File: src/rtl/conv_window_accumulator.sv
// conv_window_accumulator: sums KERNEL_SIZE signed products plus a bias into
// one convolution result, applies optional ReLU, saturates to OUT_WIDTH and
// presents it on a valid/ready port.
module conv_window_accumulator #(
    parameter int unsigned PROD_WIDTH  = 8,
    parameter int unsigned ACC_WIDTH   = 16,
    parameter int unsigned KERNEL_SIZE = 9,
    parameter int unsigned OUT_WIDTH   = 8,
    parameter bit          RELU        = 1'b1
) (
    input  logic                                 clk,
    input  logic                                 rst_n,
    input  logic                                 clear,
    input  logic [PROD_WIDTH-1:0]                prod,
    input  logic                                 prod_valid,
    output logic                                 prod_ready,
    input  logic [ACC_WIDTH-1:0]                 bias,
    output logic [OUT_WIDTH-1:0]                 out_data,
    output logic                                 out_valid,
    input  logic                                 out_ready,
    output logic [$clog2(KERNEL_SIZE+1)-1:0]     count,
    output logic                                 busy
);

    localparam int unsigned CNT_WIDTH = $clog2(KERNEL_SIZE + 1);

    // Saturation bounds expressed at accumulator width for signed compares.
    localparam logic signed [ACC_WIDTH-1:0] SAT_MAX = ACC_WIDTH'((2 ** (OUT_WIDTH - 1)) - 1);
    localparam logic signed [ACC_WIDTH-1:0] SAT_MIN = ~SAT_MAX;

    typedef enum logic [1:0] {
        ST_IDLE   = 2'd0,
        ST_ACCUM  = 2'd1,
        ST_OUTPUT = 2'd2
    } state_e;

    state_e                        state_q, state_d;
    logic signed [ACC_WIDTH-1:0]   acc_q, acc_d;
    logic [CNT_WIDTH-1:0]          count_q, count_d;
    logic [OUT_WIDTH-1:0]          out_data_q, out_data_d;

    logic                          accept_c;
    logic signed [ACC_WIDTH-1:0]   prod_ext_c;
    logic signed [ACC_WIDTH-1:0]   base_c;
    logic signed [ACC_WIDTH-1:0]   sum_c;

    // ReLU then clamp of the final window sum to the output range.
    function automatic logic [OUT_WIDTH-1:0] convert(input logic signed [ACC_WIDTH-1:0] v);
        logic [OUT_WIDTH-1:0] r;
        if (RELU && v[ACC_WIDTH-1]) begin
            r = '0;
        end else if (v > SAT_MAX) begin
            r = OUT_WIDTH'(SAT_MAX);
        end else if (v < SAT_MIN) begin
            r = OUT_WIDTH'(SAT_MIN);
        end else begin
            r = OUT_WIDTH'(v);
        end
        return r;
    endfunction

    // Handshake outputs decode straight from the state register.
    assign prod_ready = rst_n & (state_q != ST_OUTPUT);
    assign out_valid  = (state_q == ST_OUTPUT);
    assign busy       = (state_q != ST_IDLE);
    assign count      = count_q;
    assign out_data   = out_data_q;

    // Sign-extended product added to bias (first product) or running sum.
    assign accept_c   = prod_valid & prod_ready;
    assign prod_ext_c = ACC_WIDTH'($signed(prod));
    assign base_c     = (state_q == ST_IDLE) ? $signed(bias) : acc_q;
    assign sum_c      = base_c + prod_ext_c;

    // Next-state, accumulator, counter and result capture.
    always_comb begin
        state_d    = state_q;
        acc_d      = acc_q;
        count_d    = count_q;
        out_data_d = out_data_q;

        if (clear) begin
            state_d = ST_IDLE;
            acc_d   = '0;
            count_d = '0;
        end else begin
            unique case (state_q)
                ST_IDLE: begin
                    if (accept_c) begin
                        acc_d   = sum_c;
                        count_d = CNT_WIDTH'(1);
                        if (KERNEL_SIZE == 1) begin
                            state_d    = ST_OUTPUT;
                            out_data_d = convert(sum_c);
                        end else begin
                            state_d = ST_ACCUM;
                        end
                    end
                end
                ST_ACCUM: begin
                    if (accept_c) begin
                        acc_d   = sum_c;
                        count_d = count_q + CNT_WIDTH'(1);
                        if (count_q == CNT_WIDTH'(KERNEL_SIZE - 1)) begin
                            state_d    = ST_OUTPUT;
                            out_data_d = convert(sum_c);
                        end
                    end
                end
                ST_OUTPUT: begin
                    if (out_ready) begin
                        state_d = ST_IDLE;
                        count_d = '0;
                    end
                end
                default: begin
                    state_d = ST_IDLE;
                    acc_d   = '0;
                    count_d = '0;
                end
            endcase
        end
    end

    // State and datapath registers with synchronous active-low reset.
    always_ff @(posedge clk) begin
        if (!rst_n) begin
            state_q    <= ST_IDLE;
            acc_q      <= '0;
            count_q    <= '0;
            out_data_q <= '0;
        end else begin
            state_q    <= state_d;
            acc_q      <= acc_d;
            count_q    <= count_d;
            out_data_q <= out_data_d;
        end
    end

endmodule
File: config.mk
export PLATFORM = sky130hd
export DESIGN_NAME = conv_window_accumulator
export DESIGN_NICKNAME = d
export VERILOG_FILES = /design/src/rtl/conv_window_accumulator.sv
export SDC_FILE = /design/constraint.sdc
export NUM_CORES = 1
export LEC_CHECK = 0
export BUFFER_PORTS_ARGS = -buffer_cell sky130_fd_sc_hd__buf_2
export CORE_UTILIZATION = 52
export DETAILED_ROUTE_END_ITERATION = 7
export MAX_ROUTING_LAYER = met4
export PLACE_DENSITY = 0.73
export SLEW_MARGIN = 0
export SYNTH_ARGS = -nofsm -noshare
export SYNTH_HDL_FRONTEND = slang
export SYNTH_SLANG_ARGS = --single-unit
File: constraint.sdc
create_clock -name clk -period 8.8 [get_ports clk]
set_input_delay 1.76 -clock clk [delete_from_list [all_inputs] [get_ports clk]]
set_output_delay 1.76 -clock clk [all_outputs]
set_load 0.005 [all_outputs]
* Yosys cells after proc, flatten, opt, wreduce, memory -nomap -nowiden
Index checks and enable logic that the tools add are counted.
** Storage, ports and cells
- Register bits after elaboration :: 30
- Input port bits :: 29
** Operators by class
- Bitwise gates (word level) :: 5
- Order comparisons :: 2
- Reduce and logical (&&, ||, !) cells :: 8
- Equality and inequality tests :: 9
- $add $sub $neg :: 2
- Muxes and demuxes :: 15
** Operator list (count)
- 16-bit two-way mux :: 2
- 16-bit one-hot mux with 2 select lines :: 1
- 8-bit two-way mux :: 3
- 16-bit by 8-bit adder with 16-bit output :: 1
- 16-bit by 8-bit greater-than comparator with 1-bit output, second input constant :: 1
- 16-bit by 8-bit < comparator with 1-bit output, second input constant :: 1
- 4-bit two-way mux :: 3
- 4-bit one-hot mux with 3 select lines :: 1
- 2-bit two-way mux :: 4
- 2-bit != test, second input constant :: 4
- 4-bit AND reduction :: 2
- 2-bit one-hot mux with 3 select lines :: 1
- 4-bit by 1-bit adder with 4-bit output, second input constant :: 1
- 4-bit == test, second input constant :: 1
- 2-bit by 1-bit != test with 1-bit output, second input constant :: 2
- 2-bit OR reduction :: 2
- 1-bit NOT :: 3
- 3-bit AND reduction :: 1
- 1-bit bitwise AND :: 2
- 2-bit by 1-bit == test with 1-bit output, second input constant :: 1
- 2-bit == test, second input constant :: 1
- 2-bit logical NOT :: 1
- 2-bit AND reduction :: 1
- 2-bit nonzero test :: 1

* Longest topological paths before layout
Gate-level depths: netlist (run 1).
- Depth in word-level cells :: 7
- Mapped depth :: 15
- Gate-level depth less buffers :: 12

* Worst setup path before layout (run 1)
Ideal clock, no wire load.
- Path type :: input to register
- From :: in bias[9]
- To :: reg out_data_q[0], in the netlist out_data[0]
- Setup time :: 127 ps
- Slack :: 4241 ps
- Cell stages on the path :: 11
- Data arrival time :: 4432 ps
- Cells stage by stage :: mux2_2 ha_1 buf_6 and3_4 and3_4 o41a_1 or3_1 a222oi_1 or4b_1 buf_2 a2bb2oi_1
** On the way
- Cells in the longest elaborated chain, start to end :: 6
- Elaborated cells between the ends (all ways) :: 7
- Those cells by class :: add/sub (1); order compare (2); mux (4)
** RTL lines
- start: declaration :: RTL line 17 : input logic [ACC_WIDTH-1:0] bias,
- 16-bit two-way mux * :: RTL line 72 : assign base_c = (state_q == ST_IDLE) ? $signed(bias) : acc_q;
- 16-bit by 8-bit adder with 16-bit output * :: RTL line 73 : assign sum_c = base_c + prod_ext_c;
- 16-bit by 8-bit < comparator with 1-bit output :: RTL line 54 : end else if (v < SAT_MIN) begin
- 8-bit two-way mux :: RTL line 54
- 8-bit two-way mux :: RTL line 52 : end else if (v > SAT_MAX) begin
- 8-bit two-way mux * :: RTL line 50 : if (RELU && v[ACC_WIDTH-1]) begin
- end signal: assignment :: RTL line 136 : out_data_q <= out_data_d;
- end: declaration :: RTL line 40 : logic [OUT_WIDTH-1:0] out_data_q, out_data_d;
Every way passes the cells marked *; elsewhere a longest branch is shown, timed or not.
A chain may end at the register's enable or synchronous reset.

* Worst setup path after layout (run 1)
- From :: in bias[3]
- To :: reg out_data_q[3], in the netlist out_data[3]
Same word-level chain as after synthesis.

==> results of run 1 <==
-- cell families (layout without fill, tap and decap cells) --
kind of cell	after synthesis	after routing	share of synthesized area (%)
AOI/OAI and AO/OA	77	77	23.2
xor gates and xnor gates	10	10	3.86
adders and majority gates	20	20	11.4
buffers and inverters	20	61	3.86
DFF	30	30	26.5
muxes	16	16	7.89
and+or+nand+nor	105	105	23.3
-- synth_stat cells, types with 2 or more instances --
| library cell | count | share of area (%) |
|---|---|---|
| a211oi_1 | 4 | 1.3 |
| a21o_1 | 6 | 2.0 |
| a21oi_1 | 20 | 4.4 |
| a21oi_2 | 2 | 0.77 |
| a22oi_1 | 10 | 3.3 |
| a2bb2oi_1 | 7 | 2.7 |
| and2_1 | 4 | 1.1 |
| and3_1 | 2 | 0.55 |
| and3_4 | 2 | 0.99 |
| buf_2 | 4 | 0.88 |
| clkbuf_1 | 7 | 1.2 |
| dfxtp_1 | 30 | 26 |
| ha_1 | 19 | 10 |
| inv_1 | 7 | 1.2 |
| mux2_2 | 15 | 7.5 |
| nand2_1 | 27 | 4.5 |
| nand2b_1 | 9 | 2.5 |
| nand3_1 | 11 | 2.4 |
| nand4b_1 | 2 | 0.77 |
| nor2_1 | 24 | 4.0 |
| nor2b_1 | 8 | 2.2 |
| nor3_1 | 6 | 1.3 |
| nor4_1 | 2 | 0.55 |
| o21a_1 | 3 | 0.99 |
| o21ai_0 | 9 | 2.0 |
| o21ai_1 | 2 | 0.44 |
| o22a_1 | 2 | 0.77 |
| or3_1 | 3 | 0.83 |
| xnor2_1 | 4 | 1.5 |
| xor2_1 | 6 | 2.3 |
-- critical path, delay by kind of cell --
kind,cells,cell delay (ns)
adder cells (fa/ha/maj),1,0.31
AO/OA/AOI/OAI,5,1.28
AND/OR/NAND/NOR,2,1.07
buffers and inverters,1,0.09
multiplexers,1,0.27
-- layer usage --
layer  part of all wire, %  up-vias
met5                     0        -
met4                  0.94        0
met3                   2.7        6
met2                    47       44
met1                    49      997
li1                      -     1093
-- sequential cells by signal, indices dropped and copies added, names as in the netlist --
register,cells
out_data,8
count,4
acc_q,16
state_q,2
-- cell type report --
| cell class | count | share of cell area [%] |
|---|---|---|
| clock buffer | 7 | 3.32 |
| timing repair buffer | 46 | 9.15 |
| clock inverter | 1 | 0.193 |
| multi-input combinational | 228 | 60.8 |
| tap | 50 | 2.41 |
| inverter | 7 | 1.01 |
| sequential | 30 | 23.1 |
-- report_power, final --
group	leakage, nW	total [W]	internal, W	switching (W)
Sequential	0.243	0.000141	0.000139	0.00000198
Combinational	0.848	0.000118	0.0000531	0.0000647
Clock	0.0482	0.000119	0.0000631	0.0000556
Total	1.14	0.000377	0.000255	0.000122
-- worst paths after layout --
| check | start | end | slack (ns) | cells past startpoint |
|---|---|---|---|---|
| worst min register to register | out_data[7]$_SDFFE_PN0P_ | out_data[7]$_SDFFE_PN0P_ | 0.46 | 1 |
| worst min-delay path | out_data[7]$_SDFFE_PN0P_ | out_data[7]$_SDFFE_PN0P_ | 0.46 | 1 |
| worst max-delay path | bias[3] | out_data[3]$_SDFFE_PN0P_ | 4.18 | 10 |
| worst max register to register | state_q[1]$_SDFFE_PP0P_ | out_data[3]$_SDFFE_PN0P_ | 4.64 | 11 |
-- metrics by stage --
stage	utilization (%)	total power, W	area (um2)	hold WS (ns)	cells
finish	63.6	0.000377	2600	0.464	369
global route	63.6	0.000397	2600	0.490	369
CTS	63.6	0.000378	2600	0.466	369
detailed placement	61.3	0.000260	2510	0.450	361
global placement	61.3	0.000260	2510	0.436	361
floorplan	-	0.000232	2270	0.434	278
==> results.cfg, run 1 <==
[grt]
grt.met3_usage_pct = 3.50
grt_max_degree = 21
grt_pass1_vias = 1940
use_met1_pct = 31.7
gr-max-usage-layer = met2
grtUsageTotal_pct = 25.5
met2_usage_pct = 43.0
grt_pass1_wl_um = 8670
grt-ovfl-total = 0
antenna_found_initial = 0

[yosys]
mappedNetlistArea_mm2 = 0.00227
ys_warn_count = 0
async_flop_share_pct = 0
synth_top_flop_cell = dfxtp_1
postSynthAreaPerCell_um2 = 8.16
ys_ff_latch = 30
synthDistinctLibCells = 51
synthCells = 278
synth-edff-count = 0
seq_area_frac_synth_pct = 26.5
syn_nets = 327

[setup_path]
cp_data_arrival_time_ns = 4.78
path_cells = buf_2 -> mux2_2 -> ha_1 -> a21o_1 -> a21oi_1 -> a2111oi_0 -> or4_1 -> a222oi_1 -> or4b_1 -> a2bb2oi_1
path_class = in -> reg
crit_fanout = 7
crit_slowest_cell = or4b_1
crit_path_max_incr_delay_ns = 0.61
critPathRequiredTime_ns = 8.96
end_kind = flip-flop
worst_setup_path_start_kind = input port

[floorplan]
fp.dieH_um = 68.0
die_area_mm2 = 0.00463
core-area_mm2 = 0.00409
io_pins = 44
die_w_um = 68.0
initial_utilization_pct = 55.5
rows = 23

[final_layout]
multiInputGateArea_mm2 = 0.00158
diodes = 0
fill_cells = 365
drive_gt1_share_pct = 22.9
regArea_um2 = 601
layout_common_cells = 43 x buf_2, 30 x dfxtp_1, 27 x nand2_1
final_common_cell = buf_2
final_nets = 367
syn2layout_area_growth_pct = 14.6

[clock_tree]
htree_levels = 2
ctsResizeCount = 0
clockBufferDepth = 2
cts_buffers = 5
clkSinkCount = 30
hold_buffers = 0
post_cts_buffers = 0
clock_latency_ns = 0.28
cts_tree = done
clkTransAtPathRegs_ns = 0.07
cts_root_buffer = clkbuf_8

[timing]
worstMarginPinSlew_ns = 0.891
relSlewSlack_pct = 40.6
final.period_utilization_pct = 52.5
slew_violations = 0
timing.final.crit_period_ns = 4.62
fmax_mhz = 216
setup_tns_ns = 0
fin_skew_ns = 0.00728
postLayoutSetupSlackWorst_ns = 4.18
hold_violations = 0
grt_setup_unrepaired = no
setup_violations = 0

[route]
drt-pass1-iter-count = 4
first_iter_violations = 123
routed_wl_um = 5520
vias = 2140
via_per_inst = 5.80
wire_per_inst_um = 15.0
postRouteAntennaNets = 0
drc = 0

[power]
ir_worst_vdd_uv = 71.6
power_density_mw_per_mm2 = 145
leakage_nw = 1.14

[status]
status = finished, final reports clean

[placement]
io_buffer_count = 43
pre_cts_slack_ns = 3.93
dpl.hpwl_um = 4160
place.gp.congestion = 0.937

[flow_run]
drv_cap = 0

[hold_path]
holdCritPathClass = reg -> reg
Power figures use the tool's default switching activity.
==> inputs of run 2 (changes only) <==
Settings changed: ABC_AREA set to 1, PLACE_DENSITY 0.73 to 0.72.
Clock period 8.8 ns to 4.6 ns, I/O delays scaled along.
==> results.cfg, run 2 <==
[status]
status = finished, final reports clean

[setup_path]
crit_path_frequent_cell = nand2_1
path_depth = 18
startpoint = state_q[1]$_SDFFE_PP0P_
critPathBufInv = 1
r2r_cells = 18
end_kind = flip-flop
cp_top_family = simple AND/OR/NAND/NOR gates
crit_path_max_incr_delay_ns = 0.40
path_class = reg -> reg
crit_fanout = 19
critPathRequiredTime_ns = 4.78
path_cells = nor2_4 -> inv_2 -> nand2_1 -> nand2_1 -> ha_1 -> nand2_1 -> nor2_2 -> nand3_1 -> nand3_1 -> nand2_1 -> nand2_1 -> nand3_1 -> nor2_2 -> nand2_2 -> o21bai_1 -> nor2_1 -> nor2_1 -> nor2_1
worst_setup_path_start_kind = flip-flop
crit_slowest_cell = nor2_4
reg2reg_from = state_q[1]$_SDFFE_PP0P_
cp_data_arrival_time_ns = 3.28

[power]
ir_worst_vdd_uv = 178
leakage_nw = 1.57
power_density_mw_per_mm2 = 246

[final_layout]
utilization_pct = 63.5
final_nets = 522
largest_register = acc_q
syn2layout_area_growth_pct = 13.5
layout_common_cells = 164 x nand2_1, 66 x inv_1, 47 x nor2_1
diodes = 0
largest_reg_flops = 16
drive_gt1_share_pct = 14.8
final_common_cell = nand2_1

[placement]
io_buffer_count = 43
dpl.hpwl_um = 4940
pre_cts_slack_ns = 1.44
place.gp.congestion = 0.897

[yosys]
synthCells = 428
postSynthAreaPerCell_um2 = 5.89
ys_ff_latch = 30
synth_top_flop_cell = dfxtp_1
yosysMostFrequentCell = nand2_1
synth_top_area_share_pct = 24.4
synth_area_leaders = nand2_1 24%, dfxtp_1 24%, inv_1 9.8%
async_flop_share_pct = 0
yosys-top-cells-count = 164 x nand2_1, 66 x inv_1, 47 x nor2_1, 30 x dfxtp_1, 26 x a21oi_1
yosys.area.top_type = nand2_1
seq_area_frac_synth_pct = 23.8
ys_warn_count = 0
synth-edff-count = 0
synthDistinctLibCells = 32
mappedNetlistArea_mm2 = 0.00252
syn_nets = 477

[clock_tree]
clkSinkCount = 30
post_cts_buffers = 0
cts_tree = done
cts_buffers = 5
cts_root_buffer = clkbuf_8
hold_buffers = 0
clock_latency_ns = 0.28
ctsResizeCount = 0
clkTransAtPathRegs_ns = 0.07
clockBufferDepth = 2
htree_levels = 2

[grt]
grt_pass1_wl_um = 10300
grtUsageTotal_pct = 26.4
grt_pass1_vias = 2330
grt-ovfl-total = 0
antenna_found_initial = 0
grt_max_degree = 20

[route]
drt-pass1-iter-count = 5
via_per_inst = 4.95
vias = 2601
postRouteAntennaNets = 0
routed_wl_um = 6250
drc = 0
wire_per_inst_um = 11.9
first_iter_violations = 177

[floorplan]
fp.dieH_um = 71.6
initial_utilization_pct = 55.9
core-area_mm2 = 0.00450
io_pins = 44
die_area_mm2 = 0.00513
die_w_um = 71.6
rows = 24

[timing]
fin_skew_ns = 0.00797
timing.final.crit_period_ns = 3.11
slew_violations = 0
setup_violations = 0
relSlewSlack_pct = 29.7
grt_setup_unrepaired = no
fmax_mhz = 322
setup_tns_ns = 0
postLayoutSetupSlackWorst_ns = 1.49
worstMarginPinSlew_ns = 1.05
final.period_utilization_pct = 67.5
hold_violations = 0

[hold_path]
holdCritPathClass = reg -> reg
hold_path.startpoint = out_data[7]$_SDFFE_PN0P_
hold_depth = 2

[flow_run]
drv_cap = 0
[run 2: cell type report]
class | count | area (um2)
Clock inverter | 2 | 10.0
Fill cell | 443 | 1650
Clock buffer | 5 | 68.8
Sequential cell | 30 | 601
Tap cell | 52 | 65.1
Multi-Input combinational cell | 323 | 1640
Timing Repair Buffer | 43 | 215
Inverter | 70 | 263
[run 2: worst register-to-register path, cell delays in order (launching register included)]
cell and delay (ns):
dfxtp_1 0.34, nor2_4 0.40, inv_2 0.26, nand2_1 0.11, nand2_1 0.06, ha_1 0.36, nand2_1 0.14, nor2_2 0.22
nand3_1 0.17, nand3_1 0.12, nand2_1 0.05, nand2_1 0.09, nand3_1 0.09, nor2_2 0.11, nand2_2 0.12, o21bai_1 0.14
nor2_1 0.06, nor2_1 0.12, nor2_1 0.05
[run 2: stage by stage]
stage	total power, W	hold WS (ns)	area (um2)	std cells
finish	0.000704	0.433	2860	525
CTS	0.000705	0.436	2860	525
floorplan	0.000447	0.431	2520	428
detailed placement	0.000507	0.427	2780	518
global placement	0.000505	0.419	2780	518
global route	0.000752	0.462	2860	525
[run 2: layer usage]
metal	global-route usage, %	wire, um	share of wire, %
met1	33.3	2880	46
met3	3.94	250	4.0
met5	-	0	0
met4	5.01	80	1.3
met2	45.2	3030	49
[run 2: kinds of logic after synthesis]
| logic type | count (synthesis) | share of synthesized area (%) |
|---|---|---|
| buf+inv | 75 | 11.2 |
| flops | 30 | 23.8 |
| fa+ha+maj | 20 | 10.2 |
| compound gates | 42 | 9.48 |
| xor+xnor | 7 | 2.73 |
| simple gates | 254 | 42.5 |
[run 2: final timing paths]
check / endpoint / slack [ns]
hold / removal: out_data[7]$_SDFFE_PN0P_ / 0.43
hold reg to reg: out_data[7]$_SDFFE_PN0P_ / 0.43
setup / recovery: out_data[1]$_SDFFE_PN0P_ / 1.49
setup reg to reg: out_data[1]$_SDFFE_PN0P_ / 1.49
[run 2: where the power goes]
part / switching [W] / internal (W)
logic: 0.000149 / 0.0000850
registers: 0.00000320 / 0.000265
clock network: 0.0000998 / 0.000101
total: 0.000252 / 0.000452
